===== src/rtl/high_priority_encoder_n_sync_pkg.sv =====
// ---------------------------------------------------------------------------
// high_priority_encoder_pkg
//   Shared types and helpers for the registered N:log2(N) priority encoder.
//   - encoder_mode_t : run-time search mode (fixed priority / round-robin)
//   - rot_src_index  : masked index arithmetic used to rotate the request
//                      vector so that the search start sits at the top bit.
//   Optional feature macro used by the top: HIGH_PRIORITY_ENCODER_N_ONEHOT_EN
// ---------------------------------------------------------------------------
package high_priority_encoder_pkg;

  typedef enum logic {
    MODE_FIXED = 1'b0,
    MODE_RR    = 1'b1
  } encoder_mode_t;

  // Source bit for rotated position 'offset' when the descending search starts
  // at 'start': rot[offset] = vec[(start + 1 + offset) mod n]. With this
  // mapping rot[n-1] = vec[start], rot[n-2] = vec[start-1], ... so a plain
  // highest-set-bit search over rot walks downwards from start and wraps.
  // n is a power of two, so the modulo is a mask.
  function automatic logic [31:0] rot_src_index(input logic [31:0] start,
                                                input logic [31:0] offset,
                                                input logic [31:0] n);
    return (start + offset + 32'd1) & (n - 32'd1);
  endfunction

endpackage


===== src/rtl/high_priority_encoder_n_sync_priority_search_core.sv =====
// ---------------------------------------------------------------------------
// priority_search_core
//   Purely combinational descending search with wrap-around.
//   Ports:
//     vec_i    [NUM_INPUTS]  request vector
//     start_i  [OUT_WIDTH]   first index examined (search descends, wraps
//                            from 0 to NUM_INPUTS-1)
//     winner_o [OUT_WIDTH]   first set index found (0 when none)
//     found_o                at least one request bit set
//   start_i = NUM_INPUTS-1 gives plain highest-index-wins priority.
// ---------------------------------------------------------------------------
module priority_search_core
  import high_priority_encoder_pkg::*;
#(
  parameter int NUM_INPUTS = 8,
  parameter int OUT_WIDTH  = $clog2(NUM_INPUTS)
) (
  input  logic [NUM_INPUTS-1:0] vec_i,
  input  logic [OUT_WIDTH-1:0]  start_i,
  output logic [OUT_WIDTH-1:0]  winner_o,
  output logic                  found_o
);

  logic [NUM_INPUTS-1:0] rot;
  logic [OUT_WIDTH-1:0]  sel_pos;

  // Rotate so the search start lands on the MSB of rot.
  for (genvar gi = 0; gi < NUM_INPUTS; gi++) begin : g_rot
    logic [OUT_WIDTH-1:0] src_idx;
    assign src_idx = OUT_WIDTH'(rot_src_index(32'(start_i), 32'(gi), 32'(NUM_INPUTS)));
    assign rot[gi] = vec_i[src_idx];
  end

  // Highest set position in the rotated vector; later iterations override.
  always_comb begin
    sel_pos = '0;
    found_o = 1'b0;
    for (int j = 0; j < NUM_INPUTS; j++) begin
      if (rot[j]) begin
        sel_pos = OUT_WIDTH'(j);
        found_o = 1'b1;
      end
    end
  end

  // Undo the rotation; wraps naturally in OUT_WIDTH bits. Forced to 0 when
  // nothing was found so the encoded value is deterministic.
  assign winner_o = found_o ? (start_i + sel_pos + OUT_WIDTH'(1)) : '0;

endmodule


===== src/rtl/high_priority_encoder_n_sync.sv =====
// ---------------------------------------------------------------------------
// high_priority_encoder_n_sync
//   Registered N:log2(N) priority encoder with valid/ready on both sides and
//   two run-time modes: fixed (highest index wins) and round-robin (search
//   starts one below the last winner).
//   Ports:
//     Clock_In, Reset_In        clock, synchronous active-high reset
//     Enable_In                 0 blocks new input transactions
//     Mode_In                   0 fixed, 1 round-robin (sampled on accept)
//     Data_In [NUM_INPUTS]      request vector
//     Valid_In / Ready_Out      input handshake
//     Encoded_Value_Out         winning index
//     No_Request_Out            accepted vector was all-zero
//     Valid_Out / Ready_In      output handshake
//     Grant_OneHot_Out          one-hot winner (only with the macro below)
//   Optional feature macro: HIGH_PRIORITY_ENCODER_N_ONEHOT_EN
//   NUM_INPUTS must be a power of two and >= 2.
// ---------------------------------------------------------------------------
module high_priority_encoder_n_sync
  import high_priority_encoder_pkg::*;
#(
  parameter int NUM_INPUTS = 8,
  localparam int OUT_WIDTH = $clog2(NUM_INPUTS)
) (
  input  logic                  Clock_In,
  input  logic                  Reset_In,
  input  logic                  Enable_In,
  input  logic                  Mode_In,
  input  logic [NUM_INPUTS-1:0] Data_In,
  input  logic                  Valid_In,
  output logic                  Ready_Out,
  output logic [OUT_WIDTH-1:0]  Encoded_Value_Out,
  output logic                  No_Request_Out,
  output logic                  Valid_Out,
  input  logic                  Ready_In
`ifdef HIGH_PRIORITY_ENCODER_N_ONEHOT_EN
  ,
  output logic [NUM_INPUTS-1:0] Grant_OneHot_Out
`endif
);

  logic                 valid_q,      valid_d;
  logic [OUT_WIDTH-1:0] enc_q,        enc_d;
  logic                 no_req_q,     no_req_d;
  logic [OUT_WIDTH-1:0] last_grant_q, last_grant_d;

  logic                 accept;
  logic                 consume;
  encoder_mode_t        mode;
  logic [OUT_WIDTH-1:0] search_start;
  logic [OUT_WIDTH-1:0] winner;
  logic                 found;

  assign mode      = encoder_mode_t'(Mode_In);
  assign Ready_Out = Enable_In && (!valid_q || Ready_In);
  assign accept    = Valid_In && Ready_Out;
  assign consume   = valid_q && Ready_In;

  // Round-robin starts one below the last winner (wrapping); after reset the
  // pointer is 0, so the start is NUM_INPUTS-1, same as fixed mode.
  assign search_start = (mode == MODE_RR) ? (last_grant_q - OUT_WIDTH'(1))
                                          : OUT_WIDTH'(NUM_INPUTS - 1);

  priority_search_core #(
    .NUM_INPUTS (NUM_INPUTS),
    .OUT_WIDTH  (OUT_WIDTH)
  ) u_search (
    .vec_i    (Data_In),
    .start_i  (search_start),
    .winner_o (winner),
    .found_o  (found)
  );

  always_comb begin
    valid_d      = valid_q;
    enc_d        = enc_q;
    no_req_d     = no_req_q;
    last_grant_d = last_grant_q;
    if (accept) begin
      valid_d  = 1'b1;
      enc_d    = winner;
      no_req_d = !found;
      // An empty vector leaves the round-robin pointer where it was.
      if (found) begin
        last_grant_d = winner;
      end
    end else if (consume) begin
      // Data outputs hold their last value after being consumed.
      valid_d = 1'b0;
    end
  end

  always_ff @(posedge Clock_In) begin
    if (Reset_In) begin
      valid_q      <= 1'b0;
      enc_q        <= '0;
      no_req_q     <= 1'b0;
      last_grant_q <= '0;
    end else begin
      valid_q      <= valid_d;
      enc_q        <= enc_d;
      no_req_q     <= no_req_d;
      last_grant_q <= last_grant_d;
    end
  end

  assign Valid_Out         = valid_q;
  assign Encoded_Value_Out = enc_q;
  assign No_Request_Out    = no_req_q;

`ifdef HIGH_PRIORITY_ENCODER_N_ONEHOT_EN
  logic [NUM_INPUTS-1:0] onehot_q, onehot_d;

  always_comb begin
    onehot_d = onehot_q;
    if (accept) begin
      onehot_d = found ? (NUM_INPUTS'(1) << winner) : '0;
    end
  end

  always_ff @(posedge Clock_In) begin
    if (Reset_In) begin
      onehot_q <= '0;
    end else begin
      onehot_q <= onehot_d;
    end
  end

  assign Grant_OneHot_Out = onehot_q;
`endif

endmodule


===== config.mk =====
export PLATFORM = sky130hd
export DESIGN_NAME = high_priority_encoder_n_sync
export DESIGN_NICKNAME = d
export VERILOG_FILES = /design/src/rtl/high_priority_encoder_n_sync_pkg.sv /design/src/rtl/high_priority_encoder_n_sync_priority_search_core.sv /design/src/rtl/high_priority_encoder_n_sync.sv
export SDC_FILE = /design/constraint.sdc
export NUM_CORES = 1
export LEC_CHECK = 0
export ABC_CLOCK_PERIOD_IN_PS = 4600
export BUFFER_PORTS_ARGS = -buffer_cell sky130_fd_sc_hd__buf_4
export CORE_MARGIN = 2
export CORE_UTILIZATION = 42
export CTS_BUF_LIST = sky130_fd_sc_hd__clkbuf_16
export DETAILED_ROUTE_END_ITERATION = 7
export PLACE_DENSITY = 0.75
export SKIP_CTS_REPAIR_TIMING = 1
export SYNTH_ARGS = -nofsm -noshare
export SYNTH_HDL_FRONTEND = slang
export SYNTH_SLANG_ARGS = --single-unit

===== constraint.sdc =====
create_clock -name Clock_In -period 4.6 [get_ports Clock_In]
set_input_delay 0.92 -clock Clock_In [delete_from_list [all_inputs] [get_ports Clock_In]]
set_output_delay 0.92 -clock Clock_In [all_outputs]
set_load 0.05 [all_outputs]

==> results.ini, run 1 <==
[run_status]
outcome=completed

[timing]
relSlewSlack_pct=77.4
rsz0062_at_grt=false
fin_tns_setup_ns=0
fmax_mhz=252
fin_crit_ns=3.98
fin_skew_ns=0.00355
hold_violations=0
worst-slew-pin-transition_ns=0.329
finalSetupViolCount=0
finalCritPeriodShare_pct=86.4
slew_viol_final=0

[die]
ios=20
coreArea_um2=2000
dieArea_um2=2550
die_x_um=50.5
core.rowCount=16
start_util_pct=45.4
die_h_um=50.5

[synthesis]
synth_top_area_share_pct=17.6
synth.top_cells.by_area=dfxtp_1 (18%), mux2i_1 (9.9%), mux4_1 (8.7%)
synth_edf_count=0
netlist_instances=92
ys_seq_area_share_pct=17.6
post_synth_instance_area_um2=908
synth_common_cells=a21oi_1 (10), mux2i_1 (9), dfxtp_1 (8)
synth.most_common_cell=a21oi_1
yosys.area.top_type=dfxtp_1
yosysWarningCount=0
syn_area_per_cell_um2=9.87
synth-async-reset-ratio_pct=0
synth_flop_cell=dfxtp_1
synth_nets=110
synth-seq-cells=8
yosysUniqueCellTypes=40

[finish]
drive_above_1_share_pct=34.5
ff_latch_area_um2=160
synthToLayoutAreaGrowth_pct=26.9
fin_area_um2=1150
diodes=0
post-route-util_pct=57.6
fill_cells=182
multi_input_comb_area_um2=703
nNetsFinal=133
stdcell_count=140

[route]
wl_per_cell_um=13.2
wl_met1_um=802
wl_met2_um=916
viasPerCell=5.61
remaining_drc_errors=0
dr_wl_met3_um=117
top_layer_used=met4
drt_wl_total_um=1850
drtPass1Iterations=4
postRouteAntennaNets=0
drt-initial-drc-count=10
vias=785

[setup_path]
r2r_start=last_grant_q[0]
worstSetupPathType=input port to flip-flop
cp_max_fo=7
crit_start=Mode_In
end_kind=flip-flop
cp-start-kind=input port
worstPathArrival_ns=4.08
required_ns=4.71

[placement]
dp_cells=137
gp_congestion=0.810
dpl_cell_area_um2=1080
io_buffers=19
hpwl_um=1510

[power_and_ir_drop]
powerDensity_nw_per_um2=349
vdd_ir_drop_max_mv=0.226
p_comb_share_pct=44.0
power_uw=403
p_leak_nw=0.553
p_int_uw=269
power_frac_clock_pct=36.1
pwr-share-seq_pct=19.9
switching_share_pct=33.2
p_sw_uw=134

[global_route]
gr-total-overflow=0
grt_pass1_wl_um=3110
grt_pass1_vias=780
grt_start_max_net_pins=11
grt_use_total_pct=15.8
grt_antenna_before_repair=0

[run]
drv_cap=0

[clocking]
cts.path.max_buffers=2
htreeDepth=1
tritoncts.num_buffers=3
cts_root_buf=clkbuf_16
clk_latency_ns=0.23
cts_tree=built
clk_pin_slew_worst_paths_ns=0.04
clkSinkCount=8

[hold_path]
hold_class=flip-flop to flip-flop
min_from=No_Request_Out

==> per-layer routing <==
layer,global-route usage [%],vias up
li1,-,396
met1,18.8,358
met2,27.0,29
met3,1.79,2
met4,9.46,0
met5,0,-
==> through the flow <==
step	hold slack (ns)	setup slack, ns
after floorplan	0.447	0.759
after global placement	0.441	0.450
after detailed placement	0.447	0.386
after CTS	0.452	0.618
after global routing	0.483	0.385
final	0.448	0.625
==> path summary, 6_finish.rpt <==
kind	to	slack (ns)	depth (start not counted)
max reg2reg	Encoded_Value_Out[2]	0.66	17
min reg2reg	No_Request_Out	0.45	2
max	Encoded_Value_Out[2]	0.62	16
min	No_Request_Out	0.45	2
==> cell usage in the layout, fill, tap and decap left out, drive strengths merged, types with 2 or more instances in the layout <==
cell type and count:
mux2i 10, o21ai 3, and2 2, xor2 2
and3 5, a21oi 10, mux4 6, buf 20
nand2 8, inv 8, ha 3, clkbuf 3
o211ai 2, nand4 2, or3 2, o31ai 2
a211o 2, dfxtp 8
==> power by group through the flow <==
stage                     logic (mW)  registers [mW]  clock network (mW)
after global routing           0.193          0.0813               0.150
after CTS                      0.176          0.0804               0.147
after floorplan                0.127          0.0918                   0
after detailed placement       0.176          0.0812                   0
final                          0.177          0.0803               0.145
after global placement         0.171          0.0809                   0
==> worst max-delay path: stages <==
cell,delay (ns)
buf_4,0.14
nand2_2,0.15
inv_2,0.11
ha_1,0.24
xor2_2,0.20
mux4_2,0.56
a21boi_0,0.16
o21ai_0,0.09
a21oi_1,0.17
ha_1,0.16
inv_1,0.04
fa_1,0.37
xor2_1,0.18
and4b_1,0.21
a21oi_1,0.27
a21oi_1,0.11
==> cell families after synthesis <==
group | after synthesis | synth area share [%]
AND/OR/NAND/NOR | 24 | 16.9
multiplexers | 17 | 29.8
adder cells (fa/ha/maj) | 4 | 6.34
AO/OA/AOI/OAI | 26 | 19.8
XOR/XNOR | 3 | 4.55
buffers and inverters | 10 | 4.96
flip-flops | 8 | 17.6
==> registers in the layout (all words and copies together), names as in the netlist <==
signal	count
Encoded_Value_Out	3
No_Request_Out	1
Valid_Out	1
last_grant_q	3
==> final cells by class <==
cell class,instances,share of cell area [%]
Timing Repair Buffer,20,13.0
Clock buffer,3,6.51
Multi-Input combinational cell,74,61.0
Inverter,8,2.61
Tap cell,27,2.93
Sequential cell,8,13.9
Note: power is estimated with default switching activity, not from simulation.
==> run 2, diff against run 1 <==
- PLACE_DENSITY: 0.75 -> 0.74
- SYNTH_HIERARCHICAL: default -> 1
==> run 2 against run 1 <==
Compared with the run above:
- count of clock-buffer cells in the layout is the same
- sequential share of layout area fell by 1.5 points
- register-to-register slack improved by 0.17 ns
- clock power is essentially flat
- global-route usage increased by 1.7 points
- non-clock buffer count grew 1
- synthesized area is 17% higher
- combinational power up 74%
- critical endpoint is now last_grant_q[2]
- largest cell class unchanged
==> results.ini, run 2 <==
[power_and_ir_drop]
p_leak_nw=0.534  ; was 0.553 nW
power_frac_clock_pct=26.9  ; was 36.1%
p_int_uw=323  ; was 269 uW
p_comb_share_pct=57.4  ; was 44.0%
switching_share_pct=39.8  ; was 33.2%
powerDensity_nw_per_um2=417  ; was 349 nW/um2
pwr-share-seq_pct=15.7  ; was 19.9%
vdd_ir_drop_max_mv=0.498  ; was 0.226 mV
p_sw_uw=214  ; was 134 uW

[synthesis]
synth_top_area_share_pct=15.1  ; was 17.6%
synth-seq-cells=8  ; unchanged
yosysWarningCount=6  ; was 0
synth_flop_cell=dfxtp_1  ; unchanged
synthMuxAreaShare_pct=28.9  ; was 29.8%
synth-simple-area-share_pct=25.3  ; was 16.9%
synth.most_common_cell=nand2_1  ; was a21oi_1
syn_area_per_cell_um2=8.72  ; was 9.87 um2
synthAdderAreaFrac_pct=6.59  ; was 6.34%
synth.top_cells.by_area=dfxtp_1 (15%), mux2i_1 (14%), mux4_2 (13%)  ; was dfxtp_1 (18%), mux2i_1 (9.9%), mux4_1 (8.7%)
synth_nets=141  ; was 110
synth_edf_count=0  ; unchanged
synth_xor_area_share_pct=4.00  ; was 4.55%
synth_compound_area_share_pct=13.4  ; was 19.8%
yosysUniqueCellTypes=36  ; was 40
ys_seq_area_share_pct=15.1  ; was 17.6%
yosys.area.top_type=dfxtp_1  ; unchanged
netlist_instances=122  ; was 92
post_synth_instance_area_um2=1060  ; was 908 um2
synth_common_cells=nand2_1 (16), mux2i_1 (15), dfxtp_1 (8), nand2b_1 (8), nand3_1 (8)  ; was a21oi_1 (10), mux2i_1 (9), dfxtp_1 (8)
synth-async-reset-ratio_pct=0  ; unchanged
synth_top_family_by_area=multiplexers  ; unchanged

[clocking]
tritoncts.num_buffers=3  ; unchanged
clk_latency_ns=0.23  ; about the same
cts_tree=built  ; unchanged
clkSinkCount=8  ; unchanged
cts.path.max_buffers=2  ; unchanged
cts_root_buf=clkbuf_16  ; unchanged
clk_pin_slew_worst_paths_ns=0.03  ; was 0.04 ns
htreeDepth=1  ; unchanged

[setup_path]
critPathMaxStageDelay_ns=0.58  ; was 0.56 ns
worstSetupPathType=input port to flip-flop  ; unchanged
critPathTopFamily=adder cells  ; was compound AO/OA/AOI/OAI gates
ff2ff_setup_slack_ns=0.83  ; was 0.66 ns
crit_start=Mode_In  ; unchanged
reg2reg_depth=15  ; was 17
cp_num_buf_inv=2  ; was 3
slowest_stage=ha_1  ; was mux4_2
cp.depth=14  ; was 16
path_cells=buf_4 > nand2_1 > inv_1 > ha_1 > mux2i_1 > mux4_2 > nor2b_1 > nand2_1 > o21ai_0 > a21boi_0 > fa_1 > o32ai_1 > nand2b_1 > mux2i_1  ; was buf_4 > nand2_2 > inv_2 > ha_1 > xor2_2 > mux4_2 > a21boi_0 > o21ai_0 > a21oi_1 > ha_1 > inv_1 > fa_1 > xor2_1 > and4b_1 > a21oi_1 > a21oi_1
required_ns=4.76  ; was 4.71 ns
cp_max_fo=8  ; was 7
r2r_start=last_grant_q[0]  ; unchanged
reg2reg_to=last_grant_q[2]  ; was Encoded_Value_Out[2]
end_kind=flip-flop  ; unchanged
cp-start-kind=input port  ; unchanged
crit_end=last_grant_q[2]  ; was Encoded_Value_Out[2]
worstPathArrival_ns=4.18  ; was 4.08 ns

[global_route]
grt_antenna_before_repair=0  ; unchanged
grt_pass1_wl_um=3800  ; was 3110 um
grt_pass1_vias=874  ; was 780
grt_start_max_net_pins=17  ; was 11
gr-total-overflow=0  ; unchanged
grt_use_total_pct=17.5  ; was 15.8%

[route]
remaining_drc_errors=0  ; unchanged
drt_wl_total_um=2380  ; was 1850 um
vias=984  ; was 785
postRouteAntennaNets=0  ; unchanged
wl_per_cell_um=14.0  ; was 13.2 um
drt-initial-drc-count=20  ; was 10
drtPass1Iterations=4  ; unchanged
viasPerCell=5.79  ; was 5.61

[finish]
synthToLayoutAreaGrowth_pct=21.2  ; was 26.9%
nNetsFinal=161  ; was 133
drive_above_1_share_pct=27.1  ; was 34.5%
fill_cells=236  ; was 182
mostFrequentLayoutCells=buf_4 (21), nand2_1 (16), mux2i_1 (15)  ; was buf_4 (20), a21oi_1 (10), mux2i_1 (9), dfxtp_1 (8), inv_1 (7)
layout_commonest_cell=buf_4  ; unchanged
diodes=0  ; unchanged

[timing]
worst-slew-pin-transition_ns=0.484  ; was 0.329 ns
setup_ws_ns=0.573  ; was 0.625 ns
fin_crit_ns=4.03  ; was 3.98 ns
fin_skew_ns=0.00354  ; was 0.00355 ns
fin_tns_setup_ns=0  ; unchanged
rsz0062_at_grt=false  ; unchanged
hold_violations=0  ; unchanged
relSlewSlack_pct=67.7  ; was 77.4%
finalCritPeriodShare_pct=87.6  ; was 86.4%
fmax_mhz=248  ; was 252 MHz
slew_viol_final=0  ; unchanged
finalSetupViolCount=0  ; unchanged

[run]
drv_cap=0  ; unchanged

[placement]
dp_slack_ns=0.368  ; was 0.386 ns
hpwl_um=1830  ; was 1510 um
gp_congestion=0.886  ; was 0.810
io_buffers=19  ; unchanged

[die]
ios=20  ; unchanged
start_util_pct=43.7  ; was 45.4%
die_x_um=54.3  ; was 50.5 um
coreArea_um2=2430  ; was 2000 um2
die_h_um=54.3  ; was 50.5 um
core.rowCount=18  ; was 16
dieArea_um2=2950  ; was 2550 um2

[hold_path]
hold_class=flip-flop to flip-flop  ; unchanged

[run_status]
outcome=completed  ; unchanged

run 2: cell count changes in the layout (fill, tap and decap cells not counted), moves of 3 or more:
cell      before  now
a21oi_1       10    6
and3_1         5    0
mux2i_1        9   15
mux4_1         3    0
mux4_2         3    6
nand2_1        6   16
nand2b_1       1    8
nand3_1        1    8
nand4_1        0    3
nor2_1         1    4
run 2: worst min path at each step:
stage | startpoint | end | slack [ns] | cells past startpoint
after detailed placement | last_grant_q[1] | last_grant_q[1] | 0.47 | 2
after global placement | last_grant_q[1] | last_grant_q[1] | 0.46 | 2
after floorplan | last_grant_q[1] | last_grant_q[1] | 0.45 | 2
after global routing | last_grant_q[1] | last_grant_q[1] | 0.50 | 2
final | last_grant_q[1] | last_grant_q[1] | 0.47 | 2
after CTS | Encoded_Value_Out[2] | Encoded_Value_Out[2] | 0.47 | 2
run 2: cell families after synthesis:
logic type	Yosys count
DFF	8
adders and majority gates	5
buffers and inverters	13
AOI/OAI and AO/OA	21
and+or+nand+nor	49
xor gates and xnor gates	4
muxes	22
run 2: power by group through the flow:
| stage | clock network (mW) | logic (mW) | registers, mW |
|---|---|---|---|
| after global placement | 0 | 0.297 | 0.0848 |
| after floorplan | 0 | 0.233 | 0.100 |
| after detailed placement | 0 | 0.306 | 0.0850 |
| after CTS | 0.146 | 0.307 | 0.0843 |
| final | 0.144 | 0.308 | 0.0842 |
| after global routing | 0.151 | 0.337 | 0.0853 |
run 2: cell type report:
| class | instances | area (um2) | share of cell area (%) |
|---|---|---|---|
| multi-input cells | 101 | 832 | 64.6 |
| flip-flops and latches | 8 | 160 | 12.4 |
| repair buffers | 21 | 158 | 12.2 |
| clock buffers | 3 | 75.1 | 5.83 |
| well taps | 30 | 37.5 | 2.91 |
| inverters | 7 | 26.3 | 2.04 |
run 2: tightest hold or removal path, cell delays in order, from the launching register on:
cell      delay, ns
dfxtp_1        0.30
nand2b_1       0.06
mux2i_1        0.05
run 2: metrics by stage:
step / cell area (um2) / total power, mW / cells / util (%) / hold WS (ns)
floorplan: 1060 / 0.333 / 122 / - / 0.449
global placement: 1210 / 0.382 / 167 / 49.9 / 0.464
detailed placement: 1210 / 0.390 / 167 / 49.9 / 0.468
CTS: 1290 / 0.538 / 170 / 53.0 / 0.475
global route: 1290 / 0.573 / 170 / 53.0 / 0.499
finish: 1290 / 0.537 / 170 / 53.0 / 0.469
run 2: layer usage:
metal  part of all wire (%)  GRT usage, %  vias to the layer above
li1                       -             -                      484
met1                     46          23.7                      469
met2                     49          28.3                       31
met3                    4.7          4.92                        0
met4                      0          2.50                        0
met5                      0             0                        -
==> run 3, diff against run 2 <==
- HOLD_SLACK_MARGIN: default -> 0.05
- RECOVER_POWER: default -> 25
==> run 3 against run 2 <==
Compared with the run above:
- total power about the same
- sequential cell count is the same
- cell count unchanged
- register-to-register slack hardly changed
- clock skew barely moved
- core utilization fell by 0.31 points
- sequential power about the same
- cell area down 0.58%
- routed wire length increased by 0.67%
- global-route usage did not move
- combinational power about the same
- sequential share of layout area grew 0.073 points
- critical endpoint unchanged
==> results.ini, run 3 (same netlist as run 2, synthesis figures left out) <==
[finish]
post-route-util_pct=52.7  ; was 53.0%
mostFrequentLayoutCells=buf_4 (18), nand2_1 (16), mux2i_1 (15)  ; was buf_4 (21), nand2_1 (16), mux2i_1 (15)
multi_input_comb_area_um2=832  ; unchanged
synthToLayoutAreaGrowth_pct=20.5  ; was 21.2%
ff_latch_area_um2=160  ; unchanged
fill_cells=236  ; unchanged
diodes=0  ; unchanged
layout_commonest_cell=buf_4  ; unchanged
drive_above_1_share_pct=25.7  ; was 27.1%
nNetsFinal=161  ; unchanged
fin_area_um2=1280  ; was 1290 um2

[global_route]
grt_start_max_net_pins=17  ; unchanged
grt_pass1_wl_um=3800  ; unchanged
grt_pass1_vias=874  ; unchanged
grt_antenna_before_repair=0  ; unchanged
gr-total-overflow=0  ; unchanged
grt_use_total_pct=17.5  ; unchanged

[timing]
fmax_mhz=248  ; about the same
finalSetupViolCount=0  ; unchanged
slew_viol_final=0  ; unchanged
hold_violations=0  ; unchanged
fin_tns_setup_ns=0  ; unchanged
finalCritPeriodShare_pct=87.6  ; about the same
fin_skew_ns=0.00350  ; was 0.00354 ns
relSlewSlack_pct=59.0  ; was 67.7%
fin_crit_ns=4.03  ; about the same
rsz0062_at_grt=false  ; unchanged
worst_hold_slack_ns=0.469  ; about the same
worst-slew-pin-transition_ns=0.618  ; was 0.484 ns

[power_and_ir_drop]
p_leak_nw=0.526  ; was 0.534 nW
vdd_ir_drop_max_mv=0.498  ; about the same
power_uw=537  ; about the same
powerDensity_nw_per_um2=419  ; was 417 nW/um2

[route]
vias=972  ; was 984
drtPass1Iterations=4  ; unchanged
postRouteAntennaNets=0  ; unchanged
wl_per_cell_um=14.1  ; was 14.0 um
drt-initial-drc-count=20  ; unchanged
drt_wl_total_um=2390  ; was 2380 um
viasPerCell=5.72  ; was 5.79
remaining_drc_errors=0  ; unchanged

[setup_path]
path_cells=buf_4 > nand2_1 > inv_1 > ha_1 > mux2i_1 > mux4_2 > nor2b_1 > nand2_1 > o21ai_0 > a21boi_0 > fa_1 > o32ai_1 > nand2b_1 > mux2i_1  ; unchanged
cp_max_fo=8  ; unchanged
critPathTopFamily=adder cells  ; unchanged
slowest_stage=ha_1  ; unchanged
worstPathArrival_ns=4.19  ; was 4.18 ns
end_kind=flip-flop  ; unchanged
cp_num_buf_inv=2  ; unchanged
worstSetupPathType=input port to flip-flop  ; unchanged
critPathMaxStageDelay_ns=0.58  ; about the same
required_ns=4.76  ; about the same
cp-start-kind=input port  ; unchanged

[run_status]
outcome=completed  ; unchanged

[die]
coreArea_um2=2430  ; unchanged
ios=20  ; unchanged
core.rowCount=18  ; unchanged
die_x_um=54.3  ; unchanged
dieArea_um2=2950  ; unchanged
start_util_pct=43.7  ; unchanged
die_h_um=54.3  ; unchanged

[clocking]
tritoncts.num_buffers=3  ; unchanged
cts_tree=built  ; unchanged
cts_root_buf=clkbuf_16  ; unchanged
htreeDepth=1  ; unchanged
clk_latency_ns=0.23  ; about the same
clkSinkCount=8  ; unchanged
clk_pin_slew_worst_paths_ns=0.03  ; about the same
cts.path.max_buffers=2  ; unchanged

[placement]
dpl_cell_area_um2=1210  ; unchanged
hpwl_um=1830  ; unchanged
io_buffers=19  ; unchanged
gp_congestion=0.886  ; unchanged

[run]
drv_cap=0  ; unchanged

[hold_path]
hold_class=flip-flop to flip-flop  ; unchanged

## run 3: path summary, 6_finish.rpt
| path | start | end | cells after the start | slack, ns |
|---|---|---|---|---|
| max | Mode_In | last_grant_q[2] | 14 | 0.57 |
| min | last_grant_q[1] | last_grant_q[1] | 2 | 0.47 |
| max reg2reg | last_grant_q[0] | last_grant_q[2] | 15 | 0.83 |
| min reg2reg | last_grant_q[1] | last_grant_q[1] | 2 | 0.47 |
## run 3: power by group
group          total (mW)  switching, mW  internal (mW)
clock network       0.144         0.0324          0.112
logic               0.308          0.178          0.130
registers          0.0842        0.00518         0.0790
total               0.537          0.215          0.321
## run 3: area by class of cell
class,count,area share [%]
multi-input combinational,101,64.9
sequential,8,12.5
timing repair buffer,21,11.7
clock buffer,3,5.86
tap,30,2.93
inverter,7,2.05
## run 3: per-stage QoR
| stage | std cells | setup slack, ns |
|---|---|---|
| final | 170 | 0.568 |
| after global routing | 170 | 0.340 |
| after CTS | 170 | 0.597 |
| after detailed placement | 167 | 0.368 |
| after global placement | 167 | 0.607 |
| after floorplan | 122 | 0.906 |
## run 3: worst min-delay path, cell delays in order, from the launching register on
cell and delay (ns):
dfxtp_1 0.30, nand2b_1 0.06, mux2i_1 0.05
## run 3: layer usage
metal	up-vias	share of wire [%]	wire (um)	GRT usage, %
li1	483	-	-	-
met5	-	0	0	0
met1	470	48	1160	23.7
met2	19	48	1150	28.3
met4	0	0	0	2.50
met3	0	3.3	80	4.92
